## src/rtl/display_bcd_ctrl.sv

```systemverilog
// Conversion sequencer for the 8-digit seven-segment driver: three binary fields are
// converted to two BCD digits each with one shared double-dabble engine, then published together.
module display_bcd_ctrl #(
    parameter int unsigned WIDTH = 8
) (
    input  logic             clock,
    input  logic             reset_n,
    input  logic             start,
    input  logic [WIDTH-1:0] val_a,
    input  logic [WIDTH-1:0] val_b,
    input  logic [WIDTH-1:0] val_c,
    output logic             busy,
    output logic             done,
    output logic [3:0]       dig0,
    output logic [3:0]       dig1,
    output logic [3:0]       dig2,
    output logic [3:0]       dig3,
    output logic [3:0]       dig4,
    output logic [3:0]       dig5,
    output logic [3:0]       dig6,
    output logic [3:0]       dig7
);

    localparam int unsigned CNT_W = $clog2(WIDTH + 1);

    typedef enum logic [2:0] {
        S_IDLE,
        S_LOAD,
        S_SHIFT,
        S_COMMIT,
        S_UPDATE
    } state_t;

    state_t           state_q, state_d;
    logic [WIDTH-1:0] sh_a_q, sh_a_d;
    logic [WIDTH-1:0] sh_b_q, sh_b_d;
    logic [WIDTH-1:0] sh_c_q, sh_c_d;
    logic [1:0]       field_q, field_d;
    logic [CNT_W-1:0] cnt_q, cnt_d;
    logic [11:0]      bcd_q, bcd_d;
    logic [WIDTH-1:0] bin_q, bin_d;
    logic [23:0]      stage_q, stage_d;
    logic [7:0][3:0]  dig_q, dig_d;
    logic             busy_q, busy_d;
    logic             done_q, done_d;

    logic [11:0]      bcd_adj;
    logic [7:0]       pair;

    // Per-nibble correction; nibbles never carry into each other.
    function automatic logic [11:0] add3(input logic [11:0] v);
        logic [11:0] r;
        logic [3:0]  nib;
        r = '0;
        for (int unsigned i = 0; i < 3; i++) begin
            nib = v[4*i +: 4];
            if (nib >= 4'd5) begin
                nib = nib + 4'd3;
            end
            r[4*i +: 4] = nib;
        end
        return r;
    endfunction

    always_comb begin
        state_d = state_q;
        sh_a_d  = sh_a_q;
        sh_b_d  = sh_b_q;
        sh_c_d  = sh_c_q;
        field_d = field_q;
        cnt_d   = cnt_q;
        bcd_d   = bcd_q;
        bin_d   = bin_q;
        stage_d = stage_q;
        dig_d   = dig_q;
        busy_d  = busy_q;
        done_d  = 1'b0;
        bcd_adj = add3(bcd_q);
        // Values above 99 cannot be shown on two digits and become dashes.
        pair    = (bcd_q[11:8] != 4'd0) ? 8'hFF : bcd_q[7:0];

        unique case (state_q)
            S_IDLE: begin
                if (start) begin
                    sh_a_d  = val_a;
                    sh_b_d  = val_b;
                    sh_c_d  = val_c;
                    field_d = 2'd0;
                    busy_d  = 1'b1;
                    state_d = S_LOAD;
                end
            end
            S_LOAD: begin
                bcd_d = '0;
                cnt_d = '0;
                unique case (field_q)
                    2'd0:    bin_d = sh_a_q;
                    2'd1:    bin_d = sh_b_q;
                    default: bin_d = sh_c_q;
                endcase
                state_d = S_SHIFT;
            end
            S_SHIFT: begin
                bcd_d = {bcd_adj[10:0], bin_q[WIDTH-1]};
                bin_d = {bin_q[WIDTH-2:0], 1'b0};
                cnt_d = cnt_q + CNT_W'(1);
                if (cnt_q == CNT_W'(WIDTH - 1)) begin
                    state_d = S_COMMIT;
                end
            end
            S_COMMIT: begin
                unique case (field_q)
                    2'd0:    stage_d[7:0]   = pair;
                    2'd1:    stage_d[15:8]  = pair;
                    default: stage_d[23:16] = pair;
                endcase
                if (field_q == 2'd2) begin
                    state_d = S_UPDATE;
                end else begin
                    field_d = field_q + 2'd1;
                    state_d = S_LOAD;
                end
            end
            S_UPDATE: begin
                // Digits 2 and 3 are unused positions and always show a dash.
                dig_d   = {stage_q[23:8], 8'hFF, stage_q[7:0]};
                busy_d  = 1'b0;
                done_d  = 1'b1;
                state_d = S_IDLE;
            end
            default: begin
                state_d = S_IDLE;
                busy_d  = 1'b0;
            end
        endcase
    end

    always_ff @(posedge clock or negedge reset_n) begin
        if (!reset_n) begin
            state_q <= S_IDLE;
            sh_a_q  <= '0;
            sh_b_q  <= '0;
            sh_c_q  <= '0;
            field_q <= '0;
            cnt_q   <= '0;
            bcd_q   <= '0;
            bin_q   <= '0;
            stage_q <= '0;
            dig_q   <= '1;
            busy_q  <= 1'b0;
            done_q  <= 1'b0;
        end else begin
            state_q <= state_d;
            sh_a_q  <= sh_a_d;
            sh_b_q  <= sh_b_d;
            sh_c_q  <= sh_c_d;
            field_q <= field_d;
            cnt_q   <= cnt_d;
            bcd_q   <= bcd_d;
            bin_q   <= bin_d;
            stage_q <= stage_d;
            dig_q   <= dig_d;
            busy_q  <= busy_d;
            done_q  <= done_d;
        end
    end

    assign busy = busy_q;
    assign done = done_q;
    assign dig0 = dig_q[0];
    assign dig1 = dig_q[1];
    assign dig2 = dig_q[2];
    assign dig3 = dig_q[3];
    assign dig4 = dig_q[4];
    assign dig5 = dig_q[5];
    assign dig6 = dig_q[6];
    assign dig7 = dig_q[7];

endmodule

```

## config.mk

```make
export PLATFORM = sky130hd
export DESIGN_NAME = display_bcd_ctrl
export DESIGN_NICKNAME = d
export VERILOG_FILES = /design/src/rtl/display_bcd_ctrl.sv
export SDC_FILE = /design/constraint.sdc
export NUM_CORES = 1
export LEC_CHECK = 0
export CELL_PAD_IN_SITES_DETAIL_PLACEMENT = 0
export CELL_PAD_IN_SITES_GLOBAL_PLACEMENT = 2
export CORE_ASPECT_RATIO = 1.5
export CORE_MARGIN = 2
export CORE_UTILIZATION = 33
export CTS_CLUSTER_SIZE = 25
export DETAILED_ROUTE_END_ITERATION = 10
export PLACE_DENSITY = 0.84
export RECOVER_POWER = 50
export SLEW_MARGIN = 30
export SYNTH_ARGS = -nofsm -noshare
export SYNTH_HDL_FRONTEND = slang
export SYNTH_SLANG_ARGS = --single-unit
```

## constraint.sdc

```tcl
create_clock -name clock -period 1.65 [get_ports clock]
set_clock_uncertainty 0.05 [all_clocks]
set_input_delay 0.2475 -clock clock [delete_from_list [all_inputs] [get_ports clock]]
set_output_delay 0.2475 -clock clock [all_outputs]
set_load 0.01 [all_outputs]
```

# Yosys cells after proc, flatten, opt, wreduce, memory -nomap -nowiden

Index checks and enable logic that the tools add are counted.

Flip-flop bits (word level): 103
Input port bits: 27
Output and inout bits: 34
Word-level logic and storage cells: 71

Add/sub/neg operators: 5
Order comparisons: 3
Eq/ne operators: 10
Multiplexer cells: 18
Bitwise logic cells: 2
Reduce and logical (&&, ||, !) cells: 14

Operator list:

| kind                | count |
|---|---|
| $pmux 8 s2          | 2 |
| $pmux 12 s2         | 1 |
| $ge 4x3->1 const B  | 3 |
| $mux 3              | 4 |
| $pmux 3 s4          | 1 |
| $reduce_and 2->1    | 6 |
| $add 4x2->4 const B | 2 |
| $mux 4              | 2 |
| $mux 8              | 1 |
| $pmux 4 s2          | 1 |
| $eq 3x2->1 const B  | 2 |
| $ne 2x2->1 const B  | 3 |
| $add 4x1->4 const B | 1 |
| $eq 4x3->1 const B  | 1 |
| $mux 2              | 2 |
| $pmux 2 s2          | 1 |
| $reduce_bool 2->1   | 2 |
| $reduce_bool 4->1   | 1 |
| $add 3x2->3 const B | 1 |
| $eq 3x1->1 const B  | 1 |
| $eq 3x3->1 const B  | 1 |
| $logic_not 3->1     | 1 |
| $reduce_and 3->1    | 1 |
| $reduce_or 3->1     | 1 |
| 8 further kinds     | 10 |

# Depth between registers and ports, before layout

Gate-level depths: netlist of the first run.

Depth after elaboration: 4
Gate-level depth with buffers: 9

# Worst setup path after synthesis of the first run

No wires, ideal clock.

Kind: reg-to-reg
From: reg field_q[1]
To: reg stage_q[21]
Library setup time: 0.126 ns
Arrival time: 1.575 ns
Data required time: 1.474 ns
Slack: -0.101 ns
Cell stages (with the launch flop): 10
Cell sequence: dfrtp_1 -> inv_1 -> ha_1 -> clkbuf_1 -> nor2_2 -> and3_1 -> buf_2 -> buf_2 -> nor2_1 -> a21oi_1

Word-level cells in the longest chain between the ends: 4

RTL lines:

| what                                                 | RTL line | text |
|---|---|---|
| from (decl)                                          | 38       | `logic [1:0] field_q, field_d;` |
| from (signal assigned)                               | 157      | `field_q <= field_d;` |
| $eq 2x1->1 / $logic_not 2->1 (equally long branches) | 112      | `unique case (field_q)` |
| $reduce_or 2->1 (no line) (*)                        | -        |  |
| $not 1->1 (no line) (*)                              | -        |  |
| $reduce_and 2->1 (no line) (*)                       | -        |  |
| to (signal assigned)                                 | 161      | `stage_q <= stage_d;` |
| to (decl)                                            | 42       | `logic [23:0] stage_q, stage_d;` |

Every way passes the cells marked *; elsewhere a longest branch is shown, timed or not.
A chain may end at the register's enable or synchronous reset.

# Worst setup path in the final report of the first run

From: reg state_q[1]
To: reg sh_b_q[4]

Word-level cells in the longest chain between the ends: 2

RTL lines:

| what                       | RTL line | text |
|---|---|---|
| from (decl)                | 34       | `state_t state_q, state_d;` |
| from (signal assigned)     | 153      | `state_q <= state_d;` |
| $logic_not 3->1            | 82       | `unique case (state_q)` |
| $reduce_and 2->1 (no line) | -        |  |
| to (signal assigned)       | 142      | `sh_b_q <= '0;` |
| to (signal assigned)       | 155      | `sh_b_q <= sh_b_d;` |
| to (decl)                  | 36       | `logic [WIDTH-1:0] sh_b_q, sh_b_d;` |

No other way between the ends.

==> metrics.md, run 1 <==
| Metric | Value |
|---|---|
| Status | `completed` |
| Vias in the first global route | `roughly 3200` |
| Global Route Usage Sum | `0.1385` |
| Combinational Power Share | `0.381` |
| Setup TNS | `0 ns` |
| Post-synth ARST share | `1.000` |
| Inst Count DP | `slightly above 600` |
| CP bufs+invs | `1` |
| Clk sink count | `just over 100` |
| Post-synth cell types | `41` |
| Clk pwr share | `0.206` |
| Reg clk slew, reported paths | `~0.07 ns` |
| Sequential element share of the synthesized area | `0.5642` |
| Drt drc | `0` |
| Sequential cell area | `approximately 2600 µm²` |
| I/O Buffers | `52` |
| Initial antenna violation count | `0` |
| Leak Pwr | `roughly 0.0026 µW` |
| Die area | `14990 µm²` |
| Arrival @ worst endpoint | `1.75 ns` |
| Die Ht | `148.9 µm` |
| Area contributors post-synth | `dfrtp_1 43%, dfstp_2 14%, mux2_2 12%` |
| Worst Setup End Kind | `flop` |
| Clk root buf | `clkbuf_16` |
| Boundary pin count | `slightly above 60` |
| Top cell type's share of synthesized area | `0.4277` |
| Worst hold path type | `flop to flop` |
| Pin count of the biggest net entering global routing | `40` |
| Routed Antenna Nets | `0` |
| Core Box Area | `13860 µm²` |
| Post-CTS Setup Inserts | `0` |
| Largest fanout on the critical path | `27` |
| CTS tree | `done` |
| Switching share of total power | `0.3464` |
| Crit share post-route | `0.9542` |
| Final setup fails | `0` |
| Initial DRC count | `94` |
| Num rows | `53` |
| Post-Layout Cell Count | `between 600 and 700` |
| R2R depth | `3` |
| Total Wirelength | `around 9500 µm` |
| Largest delay share family, worst path | `flip-flops` |
| Drt pass-1 iters | `4` |
| Cell Pwr Density | `approximately 1800 nW/µm²` |
| Nets | `about 500` |
| Switching pwr | `approximately 3500 µW` |
| Synthesized cell area | `between 4000 and 5000 µm²` |
| EDFF count, synth | `0` |
| Area of the multi-input gates | `approximately 1900 µm²` |
| Clk Latency, worst-skew pair | `0.34 ns` |
| Cell-internal power | `around 6600 µW` |
| DP HPWL | `6830 µm` |
| Syn avg cell area | `11.82 µm²` |
| Final Hold Viols | `0` |
| Slew headroom | `0.4802` |
| Setup CP Type | `flop to flop` |
| Initial Util | `0.3335` |
| Startpoint types | `flop` |
| Layout area overhead | `24.61%` |
| Depth of the CTS H-tree | `3` |
| GP Congestion | `~0.75` |
| # Max-Cap Violations | `0` |
| Synth Register Bits | `a little over 100` |
| Wirelength per Cell | `around 15 µm` |
| Via count | `3122` |
| RSZ-0062 raised after global routing | `true` |
| Congestion Overflow GR | `0` |
| Final Core Density | `0.4155` |
| Die width | `~100 µm` |
| First-pass GRT wire length | `around 16000 µm` |
| Ys Warns | `0` |
| Overall Power | `10140 µW` |
| Slowest-stage cell, CP | `dfrtp_1` |
| Largest area contributor in the netlist | `dfrtp_1` |
| Post-synthesis cell count | `between 300 and 400` |
| Inserted Diodes | `0` |
| # fillers | `approximately 1300` |
| Share of layout cells above drive strength 1 | `0.2903` |
| Clock Tree Buf Depth | `2` |
| Critical path depth | `3` |
| Crit path cell chain | `nor4b_4 -> buf_12 -> mux2_2` |
| Tmin final | `~1.6 ns` |
| CTS buffer count | `9` |
| Pins Over Slew Limit | `0` |
| Fmax | `approximately 640 MHz` |
| Via-to-Cell Ratio | `around 5.0` |
| Slowest cell delay on critical path | `0.48 ns` |
| Worst Tran Pin Value | `about 0.78 ns` |
| Critical path required time | `around 1.8 ns` |
| Hold Path Depth | `2` |
| Dominant synthesized flop cell | `dfrtp_1` |
| Peak VDD IR | `between 0.0007 and 0.0008 V` |
| Part of the power in registers | `0.413` |
-- final cells by class --
cell class / count / share of cell area
timing repair buffer: 78 / 0.1260
sequential: 103 / 0.4532
tap: 165 / 0.03585
clock inverter: 5 / 0.009993
inverter: 14 / 0.009124
multi-input combinational: 254 / 0.3254
clock buffer: 11 / 0.04041
-- synthesized netlist by cell type, types with 4 or more instances --
master and n:
buf_4 11, dfrtp_1 79, a21oi_1 18, nand3_1 4, clkbuf_1 7, o22ai_1 8
nand2b_1 4, a22o_1 9, o21a_1 7, a22oi_1 9, nor2_1 22, o21ai_0 32
ha_1 11, a32oi_1 10, mux2_2 49, inv_1 14, buf_2 5, or2_2 4
dfstp_2 24, nand2_1 32
-- through the flow --
stage	instance area, µm²	hold WS [ns]	setup WS, ns
final	5759	0.4257	0.07549
after global routing	5759	0.4535	-0.02795
after CTS	5729	0.3575	0.03704
after detailed placement	5456	0.1782	-0.1316
after global placement	5456	0.1668	-0.08195
after floorplan	4657	-0.09809	-0.05303
-- power by group through the flow --
stage | clock (µW) | combinational, µW | sequential (µW)
global placement | 0 | 3810 | 4180
floorplan | 0 | 2560 | 4100
CTS | 2160 | 3850 | 4190
finish | 2090 | 3860 | 4190
detailed placement | 0 | 3920 | 4240
global route | 2270 | 4340 | 4330
-- cells in the final DEF, fill, tap and decap left out, drive strengths merged, types with 2 or more instances in the layout --
cell           count
a21oi             18
a22o               9
a22oi              9
a32oi             10
and3               2
buf               24
clkbuf            13
clkdlybuf4s50     27
clkinv             3
conb               8
dfrtp             79
dfstp             24
dlygate4sd2       24
ha                11
inv               15
mux2              49
mux2i              3
nand2             32
nand2b             4
nand3              4
nor2              25
nor2b              3
nor3               3
o21a               7
o21ai             32
o22ai              8
o31ai              2
or2                4
xnor2              3
-- cell families (layout without fill, tap and decap cells) --
group | Yosys count | in the layout | share of synthesized area
muxes | 52 | 52 | 0.1259
DFF | 103 | 103 | 0.5642
xor gates and xnor gates | 4 | 4 | 0.007581
AOI/OAI and AO/OA | 99 | 99 | 0.1370
buffers and inverters | 41 | 108 | 0.04846
other | 1 | 8 | 0.0008113
and+or+nand+nor | 80 | 80 | 0.08636
adders and majority gates | 11 | 11 | 0.02978
-- worst reg2reg max path: cells and delay by family, from the launching register on --
kind	cells	cell delay [ns]
muxes	1	0.37
buffers and inverters	1	0.22
and+or+nand+nor	1	0.35
DFF	1	0.48
-- final timing paths --
kind	from	endpoint	slack, ns
max	state_q[1]	sh_b_q[4]	0.08
min reg2reg	stage_q[11]	stage_q[11]	0.43
min in group asynchronous	reset_n	bcd_q[9]	0.47
max in group asynchronous	reset_n	dig6[1]	0.24
min	stage_q[11]	stage_q[11]	0.43
max reg2reg	state_q[1]	sh_b_q[4]	0.08
-- per-layer routing --
metal	share of wire	global-route usage	vias to the layer above
li1	-	-	1506
met1	0.43	0.1698	1529
met2	0.51	0.2327	72
met3	0.035	0.02858	15
met4	0.025	0.06164	0
met5	0	0	-
-- what timing repair did --
item	CTS	global route
pin swaps	0	0
gates resized for setup	25	13
hold buffers	1	0
setup endpoints to repair	25	60
endpoints found under the hold margin	17	0
-- sequential cells by signal, summed over array words and instances (netlist names) --
signal and cells:
dig6 4, dig0 4, state_q 3, busy 1, sh_b_q 8, bcd_q 12, cnt_q 4, dig4 4
done 1, dig1 4, dig7 4, sh_c_q 8, sh_a_q 8, bin_q 8, field_q 2, stage_q 24
dig5 4
Note: power is estimated with default switching activity, not from simulation.
==> inputs of run 2 (changes only) <==
--- a/config.mk
+++ b/config.mk
@@ -5,14 +5,12 @@
 export SDC_FILE = /design/constraint.sdc
 export NUM_CORES = 1
 export LEC_CHECK = 0
-export CELL_PAD_IN_SITES_DETAIL_PLACEMENT = 0
-export CELL_PAD_IN_SITES_GLOBAL_PLACEMENT = 2
 export CORE_ASPECT_RATIO = 1.5
 export CORE_MARGIN = 2
-export CORE_UTILIZATION = 33
+export CORE_UTILIZATION = 50
 export CTS_CLUSTER_SIZE = 25
 export DETAILED_ROUTE_END_ITERATION = 10
-export PLACE_DENSITY = 0.84
+export PLACE_DENSITY = 0.85
 export RECOVER_POWER = 50
 export SLEW_MARGIN = 30
 export SYNTH_ARGS = -nofsm -noshare
==> metrics.md, run 2 (synthesis results as in run 1) <==
| Metric | Value |
|---|---|
| Worst reg2reg startpoint | `state_q[2]` |
| Slowest cell delay on critical path | `0.59 ns (+0.11 ns)` |
| CTS buffer count | `9 (unchanged)` |
| Drt drc | `0 (unchanged)` |
| Total Wirelength | `9388 µm (-0.74%)` |
| Arrival @ worst endpoint | `1.28 ns (-0.47 ns)` |
| Nets | `499 (+0.20%)` |
| Top flop regs | `stage_q: 24 flops, bcd_q: 12 flops` |
| # fillers | `729 (-45%)` |
| Leak Pwr | `0.002566 µW (+0.27%)` |
| Crit share post-route | `0.9567 (+0.002487)` |
| Largest delay share family, worst path | `buffers and inverters` |
| Register with the most flip-flops | `stage_q` |
| Congestion Overflow GR | `0 (unchanged)` |
| Slowest-stage cell, CP | `clkdlybuf4s50_1` |
| Post-Layout Cell Count | `578 (-8.3%)` |
| # Max-Cap Violations | `0 (unchanged)` |
| Initial antenna violation count | `0 (unchanged)` |
| Worst Tran Pin Value | `0.8702 ns (+0.09053 ns)` |
| Crit path cell chain | `clkdlybuf4s50_1` |
| Pins Over Slew Limit | `0 (unchanged)` |
| Boundary pin count | `61 (unchanged)` |
| Via-to-Cell Ratio | `5.545 (+12%)` |
| Pre-CTS WS | `-0.1048 ns (+0.02677 ns)` |
| Reg clk slew, reported paths | `0.07 ns (about the same)` |
| Initial Util | `0.5053 (+0.1719)` |
| I/O Buffers | `52 (unchanged)` |
| Setup ws final | `0.07139 ns (-0.004103 ns)` |
| Worst hold path type | `input pin to async pin` |
| Setup CP Type | `flop to output port` |
| Die area | `10040 µm² (-33%)` |
| Number of flip-flops in the largest register | `24 (unchanged)` |
| DP HPWL | `6698 µm (-1.9%)` |
| Pin count of the biggest net entering global routing | `47 (+18%)` |
| Num rows | `43 (-19%)` |
| Core Box Area | `9146 µm² (-34%)` |
| Clk root buf | `clkbuf_16` |
| Inserted Diodes | `0 (unchanged)` |
| Fmax | `633.5 MHz (-0.26%)` |
| Layout area overhead | `23.15%` |
| Worst Setup End Kind | `output port` |
| Final Hold Viols | `0 (unchanged)` |
| Slew headroom | `0.4198 (-0.06035)` |
| Wirelength per Cell | `16.24 µm (+8.2%)` |
| Status | `completed` |
| Critical path startpoint | `busy` |
| Vias in the first global route | `3330 (+3.2%)` |
| Clock Tree Buf Depth | `2 (unchanged)` |
| Final setup fails | `0 (unchanged)` |
| Routed Antenna Nets | `0 (unchanged)` |
| Critical path required time | `1.35 ns (-0.48 ns)` |
| Peak VDD IR | `0.001005 V (+36%)` |
| CTS tree | `done` |
| Share of layout cells above drive strength 1 | `0.2833 (-0.007061)` |
| First-pass GRT wire length | `15590 µm (-4.1%)` |
| Hold_ws | `0.2364 ns (-0.1894 ns)` |
| Depth of the CTS H-tree | `3 (unchanged)` |
| Clk sink count | `103 (unchanged)` |
| Global Route Usage Sum | `0.2044 (+0.06594)` |
| CP bufs+invs | `1 (unchanged)` |
| Cell Pwr Density | `1808 nW/µm² (+2.7%)` |
| Via count | `3205 (+2.7%)` |
| Clk Latency, worst-skew pair | `0.35 ns (about the same)` |
| Die width | `82.50 µm (-18%)` |
| Most frequent cells in the layout | `77 x dfrtp_1, 49 x mux2_2, 32 x o21ai_0, 32 x nand2_1, 27 x clkdlybuf4s50_1` |
| Die Ht | `121.8 µm (-18%)` |
| Commonest non-fill, non-tap cell in the layout | `dfrtp_1` |
| Overall Power | `10290 µW (+1.5%)` |
| Initial DRC count | `146 (+55%)` |
| Inst Count DP | `560 (-8.6%)` |
| Drt pass-1 iters | `4 (unchanged)` |
| Largest fanout on the critical path | `2 (-93%)` |
| Tmin final | `1.579 ns (+0.004103 ns)` |
| GP Congestion | `0.8353 (+11%)` |
| Startpoint types | `flop` |
[run 2: cell types whose count changed in the layout (fill, tap and decap cells not counted), sizes merged]
cell	change
buf	+2
clkbuf	-1
clkinv	-2
clkinvlp	+1
inv	+1
[run 2: per-stage QoR]
stage	cell area (µm²)	util	setup TNS (ns)
after CTS	5687	0.6218	0
after global placement	5390	0.5893	-1.614
final	5692	0.6223	0
after floorplan	4657	-	-0.9038
after global routing	5692	0.6223	-0.004636
after detailed placement	5390	0.5893	-2.321
[run 2: layer usage]
metal	vias up	track usage	wire length [µm]
met5	-	0	0
met4	0	0.1240	432
met3	26	0.03630	309
met2	88	0.3443	4982
met1	1588	0.2365	3664
li1	1503	-	-
[run 2: worst paths after layout]
kind | to | slack [ns] | cells after the start
min in group clock | busy | 0.43 | 1
max in group asynchronous | stage_q[21] | 0.21 | 3
max reg2reg | sh_c_q[2] | 0.08 | 3
min reg2reg | busy | 0.43 | 1
max | busy | 0.07 | 1
min | bcd_q[9] | 0.24 | 2
[run 2: power breakdown]
group	switching (µW)	internal (µW)
Combinational	1990	1870
Sequential	649	3560
Clock	947	1270
Total	3580	6700
[run 2: timing repair]
action / CTS / global route
setup endpoints to repair: 24 / 20
gates resized for setup: 24 / 7
buffers inserted: 0 / 1
hold buffers: 1 / 0
endpoints found under the hold margin: 16 / 0
[run 2: cell type report]
cell class                      instances  area (µm²)  share of cell area
Tap cell                              112       140.1             0.02462
Timing Repair Buffer                   79       728.2              0.1279
Multi-Input combinational cell        254        1844              0.3240
Inverter                               14       52.55            0.009233
Clock buffer                           11       252.7             0.04441
Sequential cell                       103        2610              0.4586
Clock inverter                          5       63.81             0.01121
